==> src/rtl/video_pkg.sv <==
// Shared scan-timing types and default VGA 640x480 timing constants.
package video_pkg;

  typedef enum logic [1:0] {
    IDLE  = 2'd0,
    RUN   = 2'd1,
    DRAIN = 2'd2
  } scan_state_t;

  localparam int unsigned DEF_H_ACTIVE = 640;
  localparam int unsigned DEF_H_FP     = 16;
  localparam int unsigned DEF_H_SYNC   = 96;
  localparam int unsigned DEF_H_BP     = 48;
  localparam int unsigned DEF_V_ACTIVE = 480;
  localparam int unsigned DEF_V_FP     = 10;
  localparam int unsigned DEF_V_SYNC   = 2;
  localparam int unsigned DEF_V_BP     = 33;
  localparam int unsigned DEF_CW       = 10;

  // Total period of one axis: active + front porch + sync + back porch.
  function automatic int unsigned scan_total(input int unsigned active,
                                             input int unsigned fp,
                                             input int unsigned sync,
                                             input int unsigned bp);
    return active + fp + sync + bp;
  endfunction

endpackage

==> src/rtl/scan_counter.sv <==
// Wrapping counter: counts 0..MAX on inc, clr forces zero, wrap flags the MAX->0 step.
module scan_counter #(
  parameter int unsigned CW  = 10,
  parameter int unsigned MAX = 799
) (
  input  logic          clk,
  input  logic          n_rst,
  input  logic          inc,
  input  logic          clr,
  output logic [CW-1:0] cnt,
  output logic          wrap
);

  logic [CW-1:0] cnt_q;
  logic [CW-1:0] cnt_d;

  // Kept apart from the next-value logic so wrap never depends on clr.
  assign wrap = inc && (cnt_q == CW'(MAX));

  always_comb begin
    cnt_d = cnt_q;
    if (clr || wrap) begin
      cnt_d = '0;
    end else if (inc) begin
      cnt_d = cnt_q + CW'(1);
    end
  end

  always_ff @(posedge clk or negedge n_rst) begin
    if (!n_rst) begin
      cnt_q <= '0;
    end else begin
      cnt_q <= cnt_d;
    end
  end

  assign cnt = cnt_q;

endmodule

==> src/rtl/pixel_scan_ctrl.sv <==
// Scan-timing controller: gates the pixel divider, advances H/V counters per strobe,
// and decodes sync, blanking and coordinate outputs with start/drain/restart control.
module pixel_scan_ctrl
  import video_pkg::*;
#(
  parameter int unsigned H_ACTIVE = DEF_H_ACTIVE,
  parameter int unsigned H_FP     = DEF_H_FP,
  parameter int unsigned H_SYNC   = DEF_H_SYNC,
  parameter int unsigned H_BP     = DEF_H_BP,
  parameter int unsigned V_ACTIVE = DEF_V_ACTIVE,
  parameter int unsigned V_FP     = DEF_V_FP,
  parameter int unsigned V_SYNC   = DEF_V_SYNC,
  parameter int unsigned V_BP     = DEF_V_BP,
  parameter int unsigned CW       = DEF_CW
) (
  input  logic          clk,
  input  logic          n_rst,
  input  logic          start,
  input  logic          stop,
  input  logic          pixel_tick,
  output logic          div_enable,
  output logic          hsync,
  output logic          vsync,
  output logic          active,
  output logic [CW-1:0] x,
  output logic [CW-1:0] y,
  output logic          line_start,
  output logic          frame_start,
  output logic          busy
);

  localparam int unsigned H_TOTAL = scan_total(H_ACTIVE, H_FP, H_SYNC, H_BP);
  localparam int unsigned V_TOTAL = scan_total(V_ACTIVE, V_FP, V_SYNC, V_BP);
  localparam int unsigned HS_BEG  = H_ACTIVE + H_FP;
  localparam int unsigned HS_END  = HS_BEG + H_SYNC;
  localparam int unsigned VS_BEG  = V_ACTIVE + V_FP;
  localparam int unsigned VS_END  = VS_BEG + V_SYNC;

  scan_state_t   state_q, state_d;
  logic          busy_q, busy_d;
  logic          line_start_q, line_start_d;
  logic          frame_start_q, frame_start_d;
  logic          cnt_inc;
  logic          cnt_clr;
  logic          h_wrap;
  logic          v_wrap;
  logic [CW-1:0] h_cnt;
  logic [CW-1:0] v_cnt;

  // Ticks only advance the scan once running; a tick during launch is dropped.
  assign cnt_inc = (state_q != IDLE) && pixel_tick;

  scan_counter #(
    .CW  (CW),
    .MAX (H_TOTAL - 1)
  ) u_h_cnt (
    .clk   (clk),
    .n_rst (n_rst),
    .inc   (cnt_inc),
    .clr   (cnt_clr),
    .cnt   (h_cnt),
    .wrap  (h_wrap)
  );

  scan_counter #(
    .CW  (CW),
    .MAX (V_TOTAL - 1)
  ) u_v_cnt (
    .clk   (clk),
    .n_rst (n_rst),
    .inc   (h_wrap),
    .clr   (cnt_clr),
    .cnt   (v_cnt),
    .wrap  (v_wrap)
  );

  always_comb begin
    state_d       = state_q;
    cnt_clr       = 1'b0;
    line_start_d  = 1'b0;
    frame_start_d = 1'b0;
    case (state_q)
      IDLE: begin
        if (start) begin
          state_d = RUN;
          cnt_clr = 1'b1;
        end
      end
      RUN: begin
        if (stop) begin
          state_d = DRAIN;
        end
      end
      DRAIN: begin
        if (start) begin
          state_d = RUN;
        end else if (v_wrap) begin
          state_d = IDLE;
          cnt_clr = 1'b1;
        end
      end
      default: state_d = IDLE;
    endcase
    busy_d = (state_d != IDLE);
    // Wraps announce a new line/frame only if scanning carries on past them.
    line_start_d  = ((state_q == IDLE) && start) || (h_wrap && busy_d);
    frame_start_d = ((state_q == IDLE) && start) || (v_wrap && busy_d);
  end

  always_ff @(posedge clk or negedge n_rst) begin
    if (!n_rst) begin
      state_q       <= IDLE;
      busy_q        <= 1'b0;
      line_start_q  <= 1'b0;
      frame_start_q <= 1'b0;
    end else begin
      state_q       <= state_d;
      busy_q        <= busy_d;
      line_start_q  <= line_start_d;
      frame_start_q <= frame_start_d;
    end
  end

  assign busy        = busy_q;
  assign div_enable  = busy_q;
  assign line_start  = line_start_q;
  assign frame_start = frame_start_q;
  assign x           = h_cnt;
  assign y           = v_cnt;
  assign hsync  = ~(busy_q && (32'(h_cnt) >= HS_BEG) && (32'(h_cnt) < HS_END));
  assign vsync  = ~(busy_q && (32'(v_cnt) >= VS_BEG) && (32'(v_cnt) < VS_END));
  assign active = busy_q && (32'(h_cnt) < H_ACTIVE) && (32'(v_cnt) < V_ACTIVE);

endmodule

==> config.mk <==
export PLATFORM = sky130hd
export DESIGN_NAME = pixel_scan_ctrl
export DESIGN_NICKNAME = d
export VERILOG_FILES = /design/src/rtl/video_pkg.sv /design/src/rtl/scan_counter.sv /design/src/rtl/pixel_scan_ctrl.sv
export SDC_FILE = /design/constraint.sdc
export NUM_CORES = 1
export LEC_CHECK = 0
export BUFFER_PORTS_ARGS = -buffer_cell sky130_fd_sc_hd__buf_2
export CORE_ASPECT_RATIO = 0.6
export CORE_MARGIN = 2
export CORE_UTILIZATION = 50
export DETAILED_ROUTE_END_ITERATION = 10
export GPL_TIMING_DRIVEN = 0
export PLACE_DENSITY = 0.75
export SYNTH_ARGS = -nofsm -noshare
export SYNTH_HDL_FRONTEND = slang
export SYNTH_SLANG_ARGS = --single-unit
export TNS_END_PERCENT = 5
==> constraint.sdc <==
create_clock -name clk -period 4.1 [get_ports clk]
set_input_delay 0.41 -clock clk [delete_from_list [all_inputs] [get_ports clk]]
set_output_delay 0.41 -clock clk [all_outputs]
set_load 0.01 [all_outputs]
Yosys cells after proc, flatten, opt, wreduce, memory -nomap -nowiden
Index checks and enable logic that the tools add are counted.
{ "totals": {"ff_bits": 25, "input_bits": 5, "output_inout_bits": 27, "elab_cells": 54} }
{ "op_classes": {"add_sub_neg": 2, "n_lt_le_gt_ge": 6, "n_eq_ne": 4, "n_mux": 13, "bitwise": 2, "n_reduce_logical": 21} }
{ "op_table": {"columns": ["op", "count"], "rows": [
  ["$mux W10", 4],
  ["$add A10 B1 Y10 const B", 2],
  ["$eq A10 B10 Y1 const B", 2],
  ["$lt A10 B10 Y1 const B", 2],
  ["$lt A10 B9 Y1 const B", 2],
  ["$logic_and A1 B1 Y1", 12],
  ["$ge A10 B10 Y1 const B", 1],
  ["$ge A10 B9 Y1 const B", 1],
  ["$mux W2", 4],
  ["$reduce_bool A2 Y1", 4],
  ["$pmux W2 S3", 1],
  ["$logic_or A1 B1 Y1", 4],
  ["$mux W1", 3],
  ["$eq A2 B1 Y1 const B", 1],
  ["$eq A2 B2 Y1 const B", 1],
  ["$logic_not A2 Y1", 1],
  ["$not A1 Y1", 2],
  ["$pmux W1 S2", 1]
]} }

Longest topological paths before layout
Gate-level depths: netlist (run 1).
{ "logic_depth": {"word_depth": 10, "mapped_depth": 7, "mapped_depth_nobuf": 7} }

Cells and area by module
From an unflattened synthesis (run 1), not the netlist that was laid out.
{ "unflattened": {"hier_cells": 142, "area_unflattened_um2": 1406.3} }
{ "by_module_without_submodules": {"columns": ["module", "n_inst", "cells_each", "area_each_um2", "seq_area_each_um2"], "rows": [
  ["scan_counter at u_v_cnt", 1, 52, 565.5, 250.2],
  ["scan_counter at u_h_cnt", 1, 53, 530.5, 250.2],
  ["pixel_scan_ctrl", 1, 37, 310.3, 125.1]
]} }

Worst setup path after synthesis (run 1)
No wires, ideal clock.
{ "synth_path": {"kind": "register to register", "start": "reg u_v_cnt.cnt_q[0], in the netlist u_v_cnt.cnt[0]", "end": "reg u_v_cnt.cnt_q[0], in the netlist u_v_cnt.cnt[0]", "setup_ps": 127, "arrival_ps": 1533, "required_time_ps": 3973, "slack_ps": 2439, "path_stages_with_launch": 8, "n_path_buf": 0, "synth_period_minus_slack_ps": 1661, "path_cell_list": "dfrtp_1 -> inv_1 -> ha_1 -> nor4bb_1 -> nand3_1 -> o21ai_2 -> nand3b_1 -> o21ai_0"} }
{ "synth_via": {"elab_chain_len": 7, "elab_cells_between_ends": 10, "cone_classes": "1 x add/sub; 1 x eq/ne; 5 x mux; 3 x reduce/logical"} }
{ "synth_rtl": {"columns": ["item", "line", "text"], "rows": [
  ["from (decl)", "scan_counter.sv:14", "logic [CW-1:0] cnt_q;"],
  ["from (signal assigned)", "scan_counter.sv:33", "cnt_q <= cnt_d;"],
  ["$eq A10 B10 Y1", "scan_counter.sv:18", "assign wrap = inc && (cnt_q == CW'(MAX));"],
  ["$logic_and A1 B1 Y1", "scan_counter.sv:18", null],
  ["$mux W1", "pixel_scan_ctrl.sv:97", "end else if (v_wrap) begin"],
  ["$mux W1", "pixel_scan_ctrl.sv:95", "if (start) begin"],
  ["$pmux W1 S2", "pixel_scan_ctrl.sv:82", "case (state_q)"],
  ["$logic_or A1 B1 Y1", "scan_counter.sv:22", "if (clr || wrap) begin"],
  ["$mux W10 or $reduce_bool A2 Y1 (tied branches)", null, null]
]} }
Several ways; a longest one is shown, not always the timed one. The select of a mux whose other input is x is not followed.
A chain may end at the register's enable or synchronous reset.

Final worst setup path (run 1)
{ "layout_path": {"start": "reg u_v_cnt.cnt_q[0], in the netlist u_v_cnt.cnt[0]", "end": "out vsync"} }
{ "layout_via": {"elab_chain_len": 4, "elab_cells_between_ends": 5, "cone_classes": "2 x order compare; 1 x bitwise; 2 x reduce/logical"} }
{ "layout_rtl": {"columns": ["item", "line", "text"], "rows": [
  ["$ge A10 B9 Y1", "pixel_scan_ctrl.sv:131", "assign vsync = ~(busy_q && (32'(v_cnt) >= VS_BEG) && (32'(v_cnt) < VS_END));"],
  ["$logic_and A1 B1 Y1", "pixel_scan_ctrl.sv:131", null],
  ["$logic_and A1 B1 Y1 *", "pixel_scan_ctrl.sv:131", null],
  ["$not A1 Y1 *", "pixel_scan_ctrl.sv:131", null],
  ["to (decl)", "pixel_scan_ctrl.sv:23", "output logic vsync,"]
]} }
Every way passes the cells marked *; elsewhere a longest branch is shown, timed or not.

==> results.json, run 1 <==
{
  "critical_path.max_stage_delay_ps": 430,
  "fin_crit_ps": 2050,
  "grt_pass1_wl_mm": 5.28,
  "clk_root_buffer_cell": "clkbuf_8",
  "clk_pin_slew_ps": 90,
  "wl_per_cell_um": 15.1,
  "ys_ff_latch": 25,
  "synthTopCellsByArea": "dfrtp_1 (44%), xnor2_1 (6.9%), nor2_1 (5.1%), nand2_1 (4.5%), ha_1 (4.4%)",
  "p_sw_uw": 231,
  "synth_nets": 158,
  "synth_area_um2": 1410,
  "leakage_nw": 0.762,
  "crit_arrival_ps": 1640,
  "clk_path_buf_depth": 2,
  "ys_warn_count": 0,
  "clkPwrFrac_pct": 22.8,
  "async_reset_ff_share_pct": 100,
  "worst-setup-path-type": "reg2out",
  "fmax_mhz": 487,
  "die_area_um2": 3270,
  "end_kind": "output port",
  "post_cts_resized": 0,
  "cts_setup_buffers": 0,
  "syn-instance-count": 148,
  "overflow": 0,
  "r2r_end": "line_start",
  "antenna_found_initial": 0,
  "cts_buffers": 3,
  "swShare_pct": 35.3,
  "drtPass1Iterations": 4,
  "status": "completed",
  "viasPerCell": 5.67,
  "rows": 14,
  "gp_congestion": 0.865,
  "synth-edff-count": 0,
  "worst_slew_pin_slew_ps": 674,
  "synth_most_common_cell": "dfrtp_1",
  "power_density_nw_per_um2": 397,
  "power_uw": 655,
  "initial_core_util_pct": 54.2,
  "ios": 32,
  "htree_levels": 1,
  "finalHoldViolCount": 0,
  "die_width_um": 72.5,
  "skew_ps": 7.67,
  "synth_flop_cell": "dfrtp_1",
  "drv_cap": 0,
  "layout_setup_ws_ps": 2050,
  "area_growth_pct": 17.3,
  "vdd_drop_max_uv": 204,
  "critPathLaunchType": "flip-flop",
  "drt-met1-wl_mm": 1.56,
  "grt_max_degree": 26,
  "grt_pass1_vias": 1065,
  "min_period_over_period_pct": 50.1,
  "antenna_left": 0,
  "dr.max_layer_used": "met4",
  "cts_tree": "built",
  "avgSynthCellArea_um2": 9.50,
  "cts-hold-fix-buffers": 0,
  "clock_sinks": 25,
  "vias": 1220,
  "core_area_um2": 2590,
  "yosys-top-cells-count": "dfrtp_1 (25), nor2_1 (19), nand2_1 (17)",
  "yosysTopAreaCellShare_pct": 44.5,
  "timing.hold.ws_ps": 119,
  "worstSkewPairLatency_ps": 270,
  "min_path_type": "in2async",
  "pre_cts_ws_ps": 2060,
  "r2r_slack_ps": 2080,
  "layout-drive-gt1-share_pct": 26.8,
  "setup_tns_ps": 0,
  "seq_area_frac_synth_pct": 44.5,
  "die_y_um": 45.1,
  "synth_top_area_cell": "dfrtp_1",
  "setup-violations-final": 0,
  "wl_met2_mm": 1.44,
  "dpl.hpwl_mm": 2.45,
  "design_area_um2": 1650,
  "r2r_start": "u_v_cnt.cnt[0]",
  "maxSlewViolCount": 0,
  "internal-power_uw": 424,
  "layout.nets": 194,
  "r2r_cells": 7,
  "crit_chain": "inv_1, ha_1, o21ai_0, nor4b_1, nand3_1, buf_2",
  "drcViolationCount": 0,
  "place_area_um2": 1600,
  "grt_use_total_pct": 21.6,
  "port_buffers": 31,
  "finalWirelength_mm": 3.24,
  "wl_met3_um": 220,
  "synth.distinct_cells": 35,
  "relSlewSlack_pct": 54.6,
  "seq_power_share_pct": 48.9,
  "required_ps": 3690,
  "pwr-share-comb_pct": 28.3,
  "rsz0062_at_grt": "no",
  "antenna_cells": 0,
  "cp_max_fo": 5,
  "crit_slowest_cell": "dfrtp_1",
  "drtIter0Drc": 121
}
## sequential cells by signal (all words and copies together), names as in the netlist
| register | cells |
|---|---|
| busy | 1 |
| frame_start | 1 |
| line_start | 1 |
| state_q | 2 |
| u_h_cnt.cnt | 10 |
| u_v_cnt.cnt | 10 |
## cell type report
type                    instances  area (um2)
repair buffers                 31         155
well taps                      32        40.0
clock inverters                 1        7.51
inverters                       4        15.0
plain buffers                   5        42.5
multi-input cells             114         723
flip-flops and latches         25         626
clock buffers                   3        41.3
fillers                       230         942
## cells by family (layout without fill, tap and decap cells)
logic type                 after synthesis  count (layout)  share of synthesized area, %
buffers and inverters                    9              44                          4.09
adders and majority gates                5               5                          4.45
muxes                                    1               1                         0.801
DFF                                     25              25                          44.5
xor gates and xnor gates                16              16                          9.96
AOI/OAI and AO/OA                       25              25                          12.1
and+or+nand+nor                         67              67                          24.1
## per-layer routing
metal,GRT usage [%],up-vias
li1,-,582
met1,32.1,584
met2,32.5,50
met3,5.36,4
met4,4.44,0
met5,0,-
## worst max-delay path: cells and delay by family (launching register included)
kind,cells,cell delay [ps]
AO/OA/AOI/OAI,1,80
AND/OR/NAND/NOR,2,420
flip-flops,1,430
buffers and inverters,2,280
adder cells (fa/ha/maj),1,150
## power groups by stage
stage               logic (mW)  clock network (mW)  registers [mW]
floorplan                0.102                   0           0.331
detailed placement       0.185                   0           0.325
global placement         0.173                   0           0.321
global route             0.207               0.164           0.326
CTS                      0.186               0.154           0.320
finish                   0.185               0.149           0.320
## per-stage QoR
step,util (%),std cells
finish,63.7,215
global route,63.7,215
CTS,63.7,215
detailed placement,61.8,211
global placement,61.8,211
floorplan,-,148
## placed cells by master (no fill, tap or decap), types with 3 or more instances in the layout
| cell | Yosys | routed |
|---|---|---|
| buf_2 | 1 | 32 |
| dfrtp_1 | 25 | 25 |
| nor2_1 | 19 | 19 |
| nand2_1 | 17 | 17 |
| xnor2_1 | 11 | 11 |
| a21oi_1 | 9 | 9 |
| nand3_1 | 7 | 7 |
| o21ai_0 | 6 | 6 |
| xor2_1 | 5 | 5 |
| ha_1 | 5 | 5 |
| inv_1 | 4 | 4 |
| nand4_1 | 4 | 4 |
| and3_1 | 3 | 3 |
| a211oi_2 | 3 | 3 |
| clkbuf_8 | 0 | 3 |
## how the worst max path moves through the flow
stage	startpoint	endpoint
floorplan	u_v_cnt.cnt[0]	u_v_cnt.cnt[0]
global placement	u_v_cnt.cnt[0]	u_v_cnt.cnt[0]
detailed placement	u_v_cnt.cnt[0]	line_start
CTS	u_v_cnt.cnt[0]	vsync
global route	u_v_cnt.cnt[1]	frame_start
finish	u_v_cnt.cnt[0]	vsync
Note: power is estimated with default switching activity, not from simulation.
==> run 2, diff against run 1 <==
Settings changed: ABC_AREA set to 1, PLACE_DENSITY 0.75 to 0.74.
Clock period 4.1 ns to 2.1 ns, I/O delays scaled along.
==> run 2 against run 1 <==
Compared with the run above:
- area after synthesis increased by 12%
- register-to-register slack worse by 1600 ps
- sequential power increased by 110%
- critical path depth is 2 lower
- largest cell class unchanged
- highest routed layer unchanged
- critical path type unchanged
==> results.json, run 2 <==
{
  "maxSlewViolCount": 0,
  "htree_levels": 1,
  "clock_sinks": 25,
  "min_period_over_period_pct": 81.2,
  "crit_slowest_cell": "dfrtp_1",
  "viasPerCell": 4.99,
  "layout.nets": 257,
  "pre_cts_ws_ps": 524,
  "setup-violations-final": 0,
  "min_path_type": "in2reg",
  "synth_top_area_cell": "dfrtp_1",
  "initial_core_util_pct": 53.6,
  "rsz0062_at_grt": "no",
  "vias": 1436,
  "crit_buf_inv": 1,
  "grt_max_degree": 26,
  "post_cts_resized": 0,
  "worstSkewPairLatency_ps": 270,
  "critPathLaunchType": "flip-flop",
  "die_y_um": 47.5,
  "drcViolationCount": 0,
  "met1_usage_pct": 31.6,
  "ys_ff_latch": 25,
  "fin_crit_ps": 1710,
  "end_kind": "output port",
  "ys_warn_count": 0,
  "rows": 15,
  "antenna_left": 0,
  "cp_max_fo": 6,
  "gp_congestion": 0.861,
  "antenna_found_initial": 0,
  "worst-setup-path-type": "reg2out",
  "cts_tree": "built",
  "seq_area_frac_synth_pct": 39.6,
  "grt_use_met2_pct": 30.8,
  "most-common-layout-cells": "nand2_1 (53), buf_2 (31), inv_1 (29)",
  "fmax_mhz": 586,
  "die_width_um": 76.6,
  "crit_chain": "nand2_1, nor3_1, o2111ai_1, buf_2",
  "drv_cap": 0,
  "status": "completed",
  "yosys-top-cells-count": "nand2_1 (53), inv_1 (29), dfrtp_1 (25)",
  "layout_setup_ws_ps": 394,
  "synth-edff-count": 0,
  "antenna_cells": 0,
  "power_density_nw_per_um2": 834,
  "final_common_cell": "nand2_1",
  "drtPass1Iterations": 5,
  "area_growth_pct": 16.6,
  "overflow": 0,
  "layout-drive-gt1-share_pct": 22.8,
  "syn-instance-count": 210,
  "clk_path_buf_depth": 2,
  "relSlewSlack_pct": 61.0,
  "skew_ps": 5.53,
  "synth_area_um2": 1580,
  "critical_path.max_stage_delay_ps": 460,
  "yosysTopAreaCellShare_pct": 39.6,
  "async_reset_ff_share_pct": 100,
  "dpl.hpwl_mm": 2.63,
  "clk_root_buffer_cell": "clkbuf_8",
  "cts_setup_buffers": 0,
  "synth.distinct_cells": 30,
  "wl_per_cell_um": 12.0,
  "required_ps": 1890,
  "crit_family": "flip-flops",
  "crit_arrival_ps": 1500,
  "leakage_nw": 0.975,
  "setup_tns_ps": 0,
  "synthTopCellsByArea": "dfrtp_1 (40%), nand2_1 (13%), inv_1 (6.9%), nor2_1 (5.7%), nand3_1 (5.1%)",
  "clk_pin_slew_ps": 80,
  "worst_slew_pin_slew_ps": 585,
  "die_area_um2": 3640,
  "grt_use_total_pct": 20.8,
  "grt.busiest_layer": "met1",
  "finalWirelength_mm": 3.46,
  "synth_flop_cell": "dfrtp_1",
  "finalHoldViolCount": 0,
  "ios": 32,
  "cts-hold-fix-buffers": 1,
  "drtIter0Drc": 153,
  "synth_most_common_cell": "nand2_1",
  "met3_usage_pct": 4.34,
  "grt_pass1_wl_mm": 5.75,
  "synth_nets": 220,
  "cts_buffers": 3,
  "core_area_um2": 2950,
  "grt_pass1_vias": 1219,
  "vdd_drop_max_uv": 406,
  "avgSynthCellArea_um2": 7.53,
  "port_buffers": 31
}
run 2: changes by cell type in the layout (fill, tap and decap cells not counted), moves of 4 or more:
cell     before  now
nor3_1        2    9
inv_1         4   29
nand2_1      17   53
nand3_1       7   16
nand2_2       0    4
o21ai_1       0    4
xnor2_1      11    1
nor2_1       19   24
run 2: logic make-up after synthesis:
kind of cell | count (synthesis) | synth area share, %
simple gates | 121 | 36.7
buf+inv | 34 | 9.98
flops | 25 | 39.6
fa+ha+maj | 5 | 3.96
xor+xnor | 3 | 1.66
compound gates | 22 | 8.16
run 2: layout make-up:
type                    instances  area (um2)
fillers                       280        1100
repair buffers                 32         165
flip-flops and latches         25         626
plain buffers                   4        45.0
inverters                      30         113
multi-input cells             151         797
clock buffers                   4        45.0
well taps                      42        52.6
run 2: routing by layer:
layer | share of wire [%] | up-vias | wire [um]
li1 | - | 735 | -
met1 | 55 | 652 | 1890
met2 | 38 | 47 | 1310
met3 | 7.1 | 2 | 246
met4 | 0.41 | 0 | 14
met5 | 0 | - | 0
run 2: worst min-delay path, delay by kind of cell:
family                 cells  cell delay (ps)
buffers and inverters      2              180
AO/OA/AOI/OAI              1              100
run 2: power breakdown:
part	leakage, nW	internal [mW]	total (mW)	switching [mW]
clock network	0.0228	0.136	0.287	0.151
logic	0.617	0.226	0.568	0.343
registers	0.335	0.568	0.681	0.114
total	0.975	0.929	1.54	0.608
run 2: path summary, 6_finish.rpt:
check | start | to | slack (ps) | cells after the start
min reg2reg | u_v_cnt.cnt[8] | u_v_cnt.cnt[8] | 580 | 2
max | u_v_cnt.cnt[6] | vsync | 390 | 4
min in group asynchronous | n_rst | u_h_cnt.cnt[7] | 460 | 2
max reg2reg | u_h_cnt.cnt[1] | u_h_cnt.cnt[0] | 480 | 9
min | start | state_q[0] | 250 | 3
max in group asynchronous | n_rst | u_v_cnt.cnt[5] | 1250 | 2
run 2: per-stage QoR:
stage	util, %	total power [mW]	instance area, um2	instances	hold WS [ps]
global placement	60.7	1.25	1790	283	242
finish	62.5	1.54	1840	288	252
CTS	62.5	1.55	1840	288	236
detailed placement	60.7	1.26	1790	283	239
floorplan	-	1.06	1580	210	-85.6
global route	62.5	1.67	1840	288	273
